[config.mk]
export PLATFORM = sky130hd
export DESIGN_NAME = ex_mem_stage
export DESIGN_NICKNAME = d
export VERILOG_FILES = /design/src/rtl/ex_mem_stage.sv
export SDC_FILE = /design/constraint.sdc
export NUM_CORES = 1
export LEC_CHECK = 0
export ABC_AREA = 1
export CAP_MARGIN = 10
export CORE_MARGIN = 5
export CORE_UTILIZATION = 45
export CTS_CLUSTER_DIAMETER = 40
export DETAILED_ROUTE_END_ITERATION = 8
export GPL_ROUTABILITY_DRIVEN = 0
export PLACE_DENSITY = 0.82
export REMOVE_ABC_BUFFERS = 1
export SLEW_MARGIN = 20
export SYNTH_ARGS = -nofsm -noshare
export SYNTH_HDL_FRONTEND = slang
export SYNTH_SLANG_ARGS = --single-unit
[constraint.sdc]
create_clock -name clk -period 3.77 [get_ports clk]
set_input_delay 0.5655 -clock clk [delete_from_list [all_inputs] [get_ports clk]]
set_output_delay 0.5655 -clock clk [all_outputs]
set_load 0.01 [all_outputs]
[src/rtl/ex_mem_stage.sv]
// ex_mem_stage: MIPS execute stage plus EX/MEM register; EX_MULT_EN adds a 32-cycle multiplier with HI/LO and stall.
module ex_mem_stage #(
  parameter int DATA_W = 32,
  parameter int REG_W  = 5
) (
  input  logic              clk,
  input  logic              rst,
  input  logic              flush,
  input  logic [1:0]        wb_ctl,
  input  logic [2:0]        m_ctl,
  input  logic              regdst,
  input  logic              alusrc,
  input  logic [1:0]        aluop,
  input  logic [DATA_W-1:0] npc,
  input  logic [DATA_W-1:0] rdata1,
  input  logic [DATA_W-1:0] rdata2,
  input  logic [DATA_W-1:0] s_extend,
  input  logic [REG_W-1:0]  instr_2016,
  input  logic [REG_W-1:0]  instr_1511,
  output logic              stall,
  output logic [1:0]        wb_ctlout,
  output logic [2:0]        m_ctlout,
  output logic [DATA_W-1:0] add_result,
  output logic [DATA_W-1:0] alu_result,
  output logic              zero,
  output logic [DATA_W-1:0] rdata2out,
  output logic [REG_W-1:0]  muxout
);
  logic [DATA_W-1:0] opb, alu, fres;
  logic [5:0] funct;
  logic mul_dec;
  assign opb = alusrc ? s_extend : rdata2;
  assign funct = s_extend[5:0];
`ifdef EX_MULT_EN
  localparam int CW = $clog2(DATA_W);
  localparam logic [0:0] IDLE = 1'b0, BUSY = 1'b1;
  logic [0:0] state;
  logic [CW-1:0] cnt;
  logic [DATA_W-1:0] hi, lo, mplier;
  logic [2*DATA_W-1:0] mcand, prod, prod_nxt;
  logic last_cnt;
  assign mul_dec = aluop == 2'b10 && funct == 6'h18;
  assign last_cnt = cnt == CW'(DATA_W-1);
  assign prod_nxt = mplier[0] ? prod + mcand : prod;
  // The completion cycle is unstalled so the held mult entry retires exactly once.
  assign stall = !rst && !flush && (state == IDLE ? mul_dec : !last_cnt);
  always_ff @(posedge clk or posedge rst)
    if (rst) begin
      state <= IDLE;
      cnt <= '0;
      hi <= '0;
      lo <= '0;
      mplier <= '0;
      mcand <= '0;
      prod <= '0;
    end else if (state == IDLE) begin
      if (mul_dec && !flush) begin
        state <= BUSY;
        cnt <= '0;
        mcand <= {{DATA_W{1'b0}}, rdata1};
        mplier <= opb;
        prod <= '0;
      end
    end else if (flush) begin
      state <= IDLE;
      cnt <= '0;
    end else begin
      prod <= prod_nxt;
      mcand <= mcand << 1;
      mplier <= mplier >> 1;
      cnt <= cnt + CW'(1);
      if (last_cnt) begin
        {hi, lo} <= prod_nxt;
        state <= IDLE;
        cnt <= '0;
      end
    end
`else
  assign mul_dec = 1'b0;
  assign stall = 1'b0;
`endif
  always_comb begin
    fres = '0;
    case (funct)
      6'h20: fres = rdata1 + opb;
      6'h22: fres = rdata1 - opb;
      6'h24: fres = rdata1 & opb;
      6'h25: fres = rdata1 | opb;
      6'h2A: fres = DATA_W'($signed(rdata1) < $signed(opb));
`ifdef EX_MULT_EN
      6'h10: fres = hi;
      6'h12: fres = lo;
`endif
      default: fres = '0;
    endcase
  end
  assign alu = aluop == 2'b10 ? fres : aluop == 2'b01 ? rdata1 - opb : rdata1 + opb;
  always_ff @(posedge clk or posedge rst)
    if (rst) begin
      wb_ctlout <= '0;
      m_ctlout <= '0;
      add_result <= '0;
      alu_result <= '0;
      zero <= 1'b0;
      rdata2out <= '0;
      muxout <= '0;
    end else if (flush || stall) begin
      wb_ctlout <= '0;
      m_ctlout <= '0;
    end else begin
      wb_ctlout <= mul_dec ? '0 : wb_ctl;
      m_ctlout <= mul_dec ? '0 : m_ctl;
      add_result <= npc + (s_extend << 2);
      alu_result <= alu;
      zero <= alu == '0;
      rdata2out <= rdata2;
      muxout <= regdst ? instr_1511 : instr_2016;
    end
endmodule
==> flow_metrics.tcl, run 1 <==
set metrics [dict create \
    status "complete, but fails checks" \
    violations "DRC" \
    hpwl_um 36600 \
    setup_viol 0 \
    h-tree-depth 3 \
    postSynthAreaPerCell_um2 6.01 \
    syn2layout_area_growth_pct 27.9 \
    worstSetupPathType "input port to register" \
    power.total_mw 4.82 \
    yosysSeqAreaShare_pct 21.5 \
    sw_frac_of_total_pct 42.4 \
    cp_max_fo 4 \
    cp.required_ns 4.08 \
    synthArstFlopShare_pct 100 \
    design_area_um2 15900 \
    arrival_ns 3.83 \
    netlist_instances 2072 \
    r2r_cells 2 \
    grt_pass1_vias 14000 \
    rows 60 \
    cts_tree "yes" \
    hp-start "alu_result[2]" \
    grt_pass1_wl_um 70400 \
    final_cells 2708 \
    cts.path.max_buffers 2 \
    clock-sinks 107 \
    combPwrFrac_pct 49.9 \
    cts_root_buf "clkbuf_16" \
    p_leak_nw 8.30 \
    max_slew_margin_pct 52.3 \
    final_nets 2609 \
    max_cap_violations 0 \
    synth_top_area_share_pct 21.5 \
    avgRoutedWirePerCell_um 16.5 \
    reg2reg_from "add_result[17]" \
    dieArea_um2 31100 \
    via_count 14700 \
    die_w_um 176 \
    postCtsHoldBufs 0 \
    ant_nets 0 \
    synth_edf_count 0 \
    endpoint "zero" \
    drtIter0Drc 1832 \
    n_antenna_cell 0 \
    p_clk_share_pct 21.2 \
    whs_ns 0.482 \
    synth_flop_cell "dfrtp_1" \
    drive_gt1_share_pct 7.15 \
    grt_overflow_total 0 \
    syn_area_um2 12500 \
    io_pins 258 \
    synthDistinctLibCells 55 \
    placed_area_um2 15600 \
    grt_setup_unrepaired "false" \
    yosys.area.top_type "dfrtp_1" \
    hp-class "register to register" \
    wl_um 44700 \
    core_um2 27100 \
    r2r_end "add_result[17]" \
    antenna_found_initial 0 \
    internal_power_mw 2.77 \
    yosysWarnings 0 \
    synth.top_cells.by_area "dfrtp_1, nand2_1, ha_1, inv_1, nand3_1" \
    fill_cells 2571 \
    power_frac_seq_pct 28.9 \
    post-route-period-util_pct 93.4 \
    endpoint_kind "register" \
    clkTransAtPathRegs_ns 0.09 \
    layout_commonest_cell "nand2_1" \
    drc 23 \
    port_buffers 256 \
    place_inst 2692 \
    start_util_pct 46.0 \
    p_per_area_nw_per_um2 303 \
    clk_latency_ns 0.37 \
    p_switching_mw 2.04 \
    crit_path_max_incr_delay_ns 0.45 \
    cts_post_setup_buffers_inserted 0 \
    ir_drop_mv 0.172 \
    tightest_slew_ns 0.715 \
    grt_max_degree 65 \
    cpMostUsedCell "nand2_1" \
    finClkSkew_ns 0 \
    die_y_um 176 \
    ys_ff_latch 107 \
    drtPass1Iterations 9 \
    hold_viol 0 \
    track_usage_pct 27.8 \
    timing.setup.tns_ns 0 \
    worstPathCellList "clkdlybuf4s50_1 -> o21ai_0 -> inv_1 -> fa_1 -> nand2_1 -> nand3_1 -> nand3_1 -> nand2_1 -> nand2_1 -> nand2_1 -> nand2_1 -> nand3_1 -> nand3_1 -> nand2_1 -> nor2_2 -> nand2_1 -> nor2_1 -> nand3_1 -> nor2_1 -> nand3_1 -> nand2_1" \
    fmax_ghz 0.284 \
    vias_per_cell 5.42 \
    drv_slew 0 \
    cp-startpoint "rdata2[1]" \
    start_kind "input port" \
    worst-r2r-setup-slack_ns 3.05 \
    cts_resized 0 \
    numCtsBuffers 9 \
    mostFrequentLayoutCells "nand2_1, inv_1, clkdlybuf4s50_1" \
    cp_slowest_cell "fa_1" \
    min_period_ns 3.52 \
]
==> worst min-delay path by stage <==
| stage | cells past startpoint | end |
|---|---|---|
| floorplan | 2 | rdata2out[4] |
| global placement | 2 | rdata2out[4] |
| detailed placement | 2 | add_result[0] |
| CTS | 2 | alu_result[13] |
| global route | 2 | alu_result[13] |
| finish | 2 | alu_result[2] |
==> registers in the layout, summed over array words and instances (netlist names) <==
| signal | count |
|---|---|
| add_result | 32 |
| alu_result | 32 |
| rdata2out | 32 |
| muxout | 5 |
| m_ctlout | 3 |
| wb_ctlout | 2 |
| zero | 1 |
==> cells by family after synthesis <==
kind of cell	after synthesis	share of synthesized area, %
and+or+nand+nor	1128	38.1
buffers and inverters	385	12.2
AOI/OAI and AO/OA	314	14.4
adders and majority gates	128	13.0
DFF	107	21.5
xor gates and xnor gates	9	0.633
other	1	0.0301
==> layer usage <==
layer,part of all wire [%],vias up,global-route usage [%]
li1,-,7053,-
met1,39,6612,34.7
met2,46,825,46.6
met3,11,195,6.77
met4,4.6,0,10.5
met5,0,-,0
==> final cells by class <==
| cell class | instances | area, µm² | share of cell area (%) |
|---|---|---|---|
| clock buffers | 9 | 225 | 1.41 |
| multi-input cells | 1580 | 8250 | 51.8 |
| inverters | 323 | 1210 | 7.63 |
| flip-flops and latches | 107 | 2680 | 16.8 |
| well taps | 372 | 465 | 2.92 |
| clock inverters | 7 | 80.1 | 0.503 |
| repair buffers | 310 | 3010 | 18.9 |
==> cell usage after synthesis, drive strengths merged (2+ instances only) <==
| cell | instances |
|---|---|
| a21o | 4 |
| nor2 | 198 |
| o211ai | 4 |
| buf | 32 |
| o221ai | 2 |
| dfrtp | 107 |
| xor2 | 5 |
| xnor2 | 4 |
| nand4 | 19 |
| inv | 321 |
| o22ai | 18 |
| fa | 3 |
| o21ai | 120 |
| o31ai | 3 |
| a21oi | 111 |
| and2 | 5 |
| clkinv | 2 |
| a21boi | 4 |
| nand2 | 710 |
| nand3b | 5 |
| or2 | 16 |
| nand3 | 151 |
| o21bai | 27 |
| nor3 | 22 |
| ha | 125 |
| clkbuf | 30 |
| o21a | 3 |
| a31oi | 13 |
==> worst max-delay path: cells and delay by family <==
kind                     cells  cell delay [ns]
AO/OA/AOI/OAI                1             0.42
adder cells (fa/ha/maj)      1             0.45
AND/OR/NAND/NOR             17             1.82
buffers and inverters        2             0.60
==> power groups by stage <==
stage | Clock (mW) | Sequential (mW) | Combinational, mW
finish | 1.02 | 1.39 | 2.40
global route | 1.10 | 1.41 | 2.63
CTS | 1.04 | 1.39 | 2.36
detailed placement | 0 | 1.41 | 2.35
global placement | 0 | 1.41 | 2.30
floorplan | 0 | 1.48 | 1.23
==> through the flow <==
step | utilization [%] | worst slack, ns
finish | 58.8 | 0.249
global route | 58.8 | 0.0243
CTS | 58.8 | 0.285
detailed placement | 57.6 | -0.0848
global placement | 57.6 | -0.0338
floorplan | - | 0.387
(Power assumes the default switching activity.)
==> run 2: changes to the inputs <==
- CORE_UTILIZATION: 45 -> 25
- PLACE_DENSITY: 0.82 -> 0.55
- SKIP_LAST_GASP: not set -> 1
==> run 2 against run 1 <==
Net effect:
- the flow now finishes without violations
- die area increased by 75%
- clock power hardly changed
- hold slack worse by 0.0026 ns
- flip-flop and latch count unchanged
- via count hardly changed
- combinational power is 13% higher
- register-to-register slack better by 0.02 ns
- final cell count up 16%
- largest cell class unchanged
- highest routed layer is now met5
==> flow_metrics.tcl, run 2 (same netlist as run 1, synthesis figures left out) <==
set metrics [dict create \
    p_per_area_nw_per_um2 292 \
    p_leak_nw 9.03 \
    start_kind "input port" \
    power.total_mw 5.10 \
    max_cap_violations 0 \
    via_count 14700 \
    setup_viol 0 \
    start_util_pct 25.3 \
    postCtsHoldBufs 0 \
    cp_max_fo 10 \
    die_w_um 233 \
    hp-class "register to register" \
    cts_post_setup_buffers_inserted 0 \
    die_y_um 233 \
    met1_usage_pct 24.4 \
    finClkSkew_ns 0 \
    layout_commonest_cell "nand2_1" \
    track_usage_pct 19.2 \
    numCtsBuffers 9 \
    io_pins 258 \
    cp.required_ns 4.11 \
    drtPass1Iterations 5 \
    place_inst 3137 \
    rows 81 \
    drc 0 \
    hpwl_um 44800 \
    whs_ns 0.479 \
    final_nets 2762 \
    clock-sinks 107 \
    ant_nets 0 \
    grt_util_met2_pct 32.1 \
    final_cells 3154 \
    status "finished clean" \
    ir_drop_mv 0.273 \
    worst-r2r-setup-slack_ns 3.07 \
    hp-start "alu_result[9]" \
    multi_input_area_um2 8300 \
    mostFrequentLayoutCells "nand2_1, inv_1, clkdlybuf4s50_1" \
    min_period_ns 3.64 \
    r2r_end "alu_result[17]" \
    syn2layout_area_growth_pct 40.3 \
    wl_um 53200 \
    busiest_layer "met2" \
    h-tree-depth 3 \
    cts_resized 0 \
    hold_viol 0 \
    drv_slew 0 \
    cts_tree "yes" \
    fill_cells 5339 \
    reg2reg_from "alu_result[17]" \
    setup_ws_ns 0.127 \
    grt_util_met3_pct 3.51 \
    clk_latency_ns 0.41 \
    endpoint_kind "register" \
    grt_overflow_total 0 \
    grt_pass1_vias 14400 \
    port_buffers 256 \
    cts.path.max_buffers 2 \
    whs_path_depth 2 \
    grt_pass1_wl_um 81400 \
    r2r_cells 2 \
    vias_per_cell 4.66 \
    worstSetupPathType "input port to register" \
    max_slew_margin_pct 57.0 \
    reg_top3 "add_result: 32 flops, alu_result: 32 flops, rdata2out: 32 flops" \
    fmax_ghz 0.274 \
    drive_gt1_share_pct 13.3 \
    antenna_found_initial 6 \
    arrival_ns 3.98 \
    clkTransAtPathRegs_ns 0.07 \
    min_to "alu_result[9]" \
    drtIter0Drc 1215 \
    placed_area_um2 17100 \
    dieArea_um2 54400 \
    cts_root_buf "clkbuf_16" \
    grt_setup_unrepaired "false" \
    grt_max_degree 127 \
    dp_slack_ns -0.310 \
    core_um2 49200 \
    avgRoutedWirePerCell_um 16.9 \
    seq_area_um2 2680 \
    tightest_slew_ns 0.645 \
    post-route-period-util_pct 96.6 \
    design_area_um2 17500 \
]
## run 2: cell count changes in the layout (fill, tap and decap cells not counted), sizes merged
cell / before / now
buf: 56 / 209
clkbuf: 9 / 10
clkinv: 4 / 3
diode: 0 / 1
## run 2: how the worst max path moves through the flow
stage | start | end | slack [ns]
4_1_cts | s_extend[17] | zero | 0.11
6_report | s_extend[17] | zero | 0.13
2_1_floorplan | rst | add_result[0] | 0.39
3_3_place_gp | s_extend[17] | zero | -0.38
5_1_grt | s_extend[17] | zero | 0.007
3_5_place_dp | s_extend[17] | zero | -0.31
## run 2: area by class of cell
| cell class | instances | share of cell area, % |
|---|---|---|
| Antenna cell | 1 | 0.0143 |
| Timing Repair Buffer | 463 | 23.8 |
| Clock inverter | 6 | 0.308 |
| Clock buffer | 10 | 1.31 |
| Inverter | 323 | 6.96 |
| Multi-Input combinational cell | 1580 | 47.5 |
| Sequential cell | 107 | 15.3 |
| Tap cell | 664 | 4.76 |
## run 2: per-stage QoR
| step | TNS, ns | util, % |
|---|---|---|
| global placement | -0.379 | 34.9 |
| CTS | 0 | 35.4 |
| finish | 0 | 35.5 |
| global route | 0 | 35.5 |
| detailed placement | -0.310 | 34.9 |
| floorplan | 0 | - |
## run 2: worst max-delay path: stages
cell	delay, ns
clkdlybuf4s50_1	0.49
inv_1	0.05
nand2_1	0.04
o21ai_0	0.15
buf_4	0.19
ha_2	0.47
nand2_1	0.11
inv_1	0.09
nand2_1	0.09
nor2_2	0.20
nand4_1	0.28
nand3_1	0.18
nand2_1	0.06
nand3_1	0.08
nand2_1	0.05
nor2_1	0.25
nand2_1	0.11
nor2_1	0.13
nand2_1	0.07
nor2_1	0.16
nand3_1	0.09
nand2_1	0.07
## run 2: where the power goes
part	internal, mW	switching (mW)	leakage, nW
combinational	1.20	1.52	7.59
sequential	1.30	0.0890	1.30
clock	0.461	0.530	0.136
total	2.97	2.14	9.03
## run 2: routing by layer
metal | vias to the layer above | share of wire [%]
met3 | 117 | 6.7
met5 | - | 0.14
met2 | 543 | 47
li1 | 7367 | -
met1 | 6645 | 42
met4 | 10 | 3.9
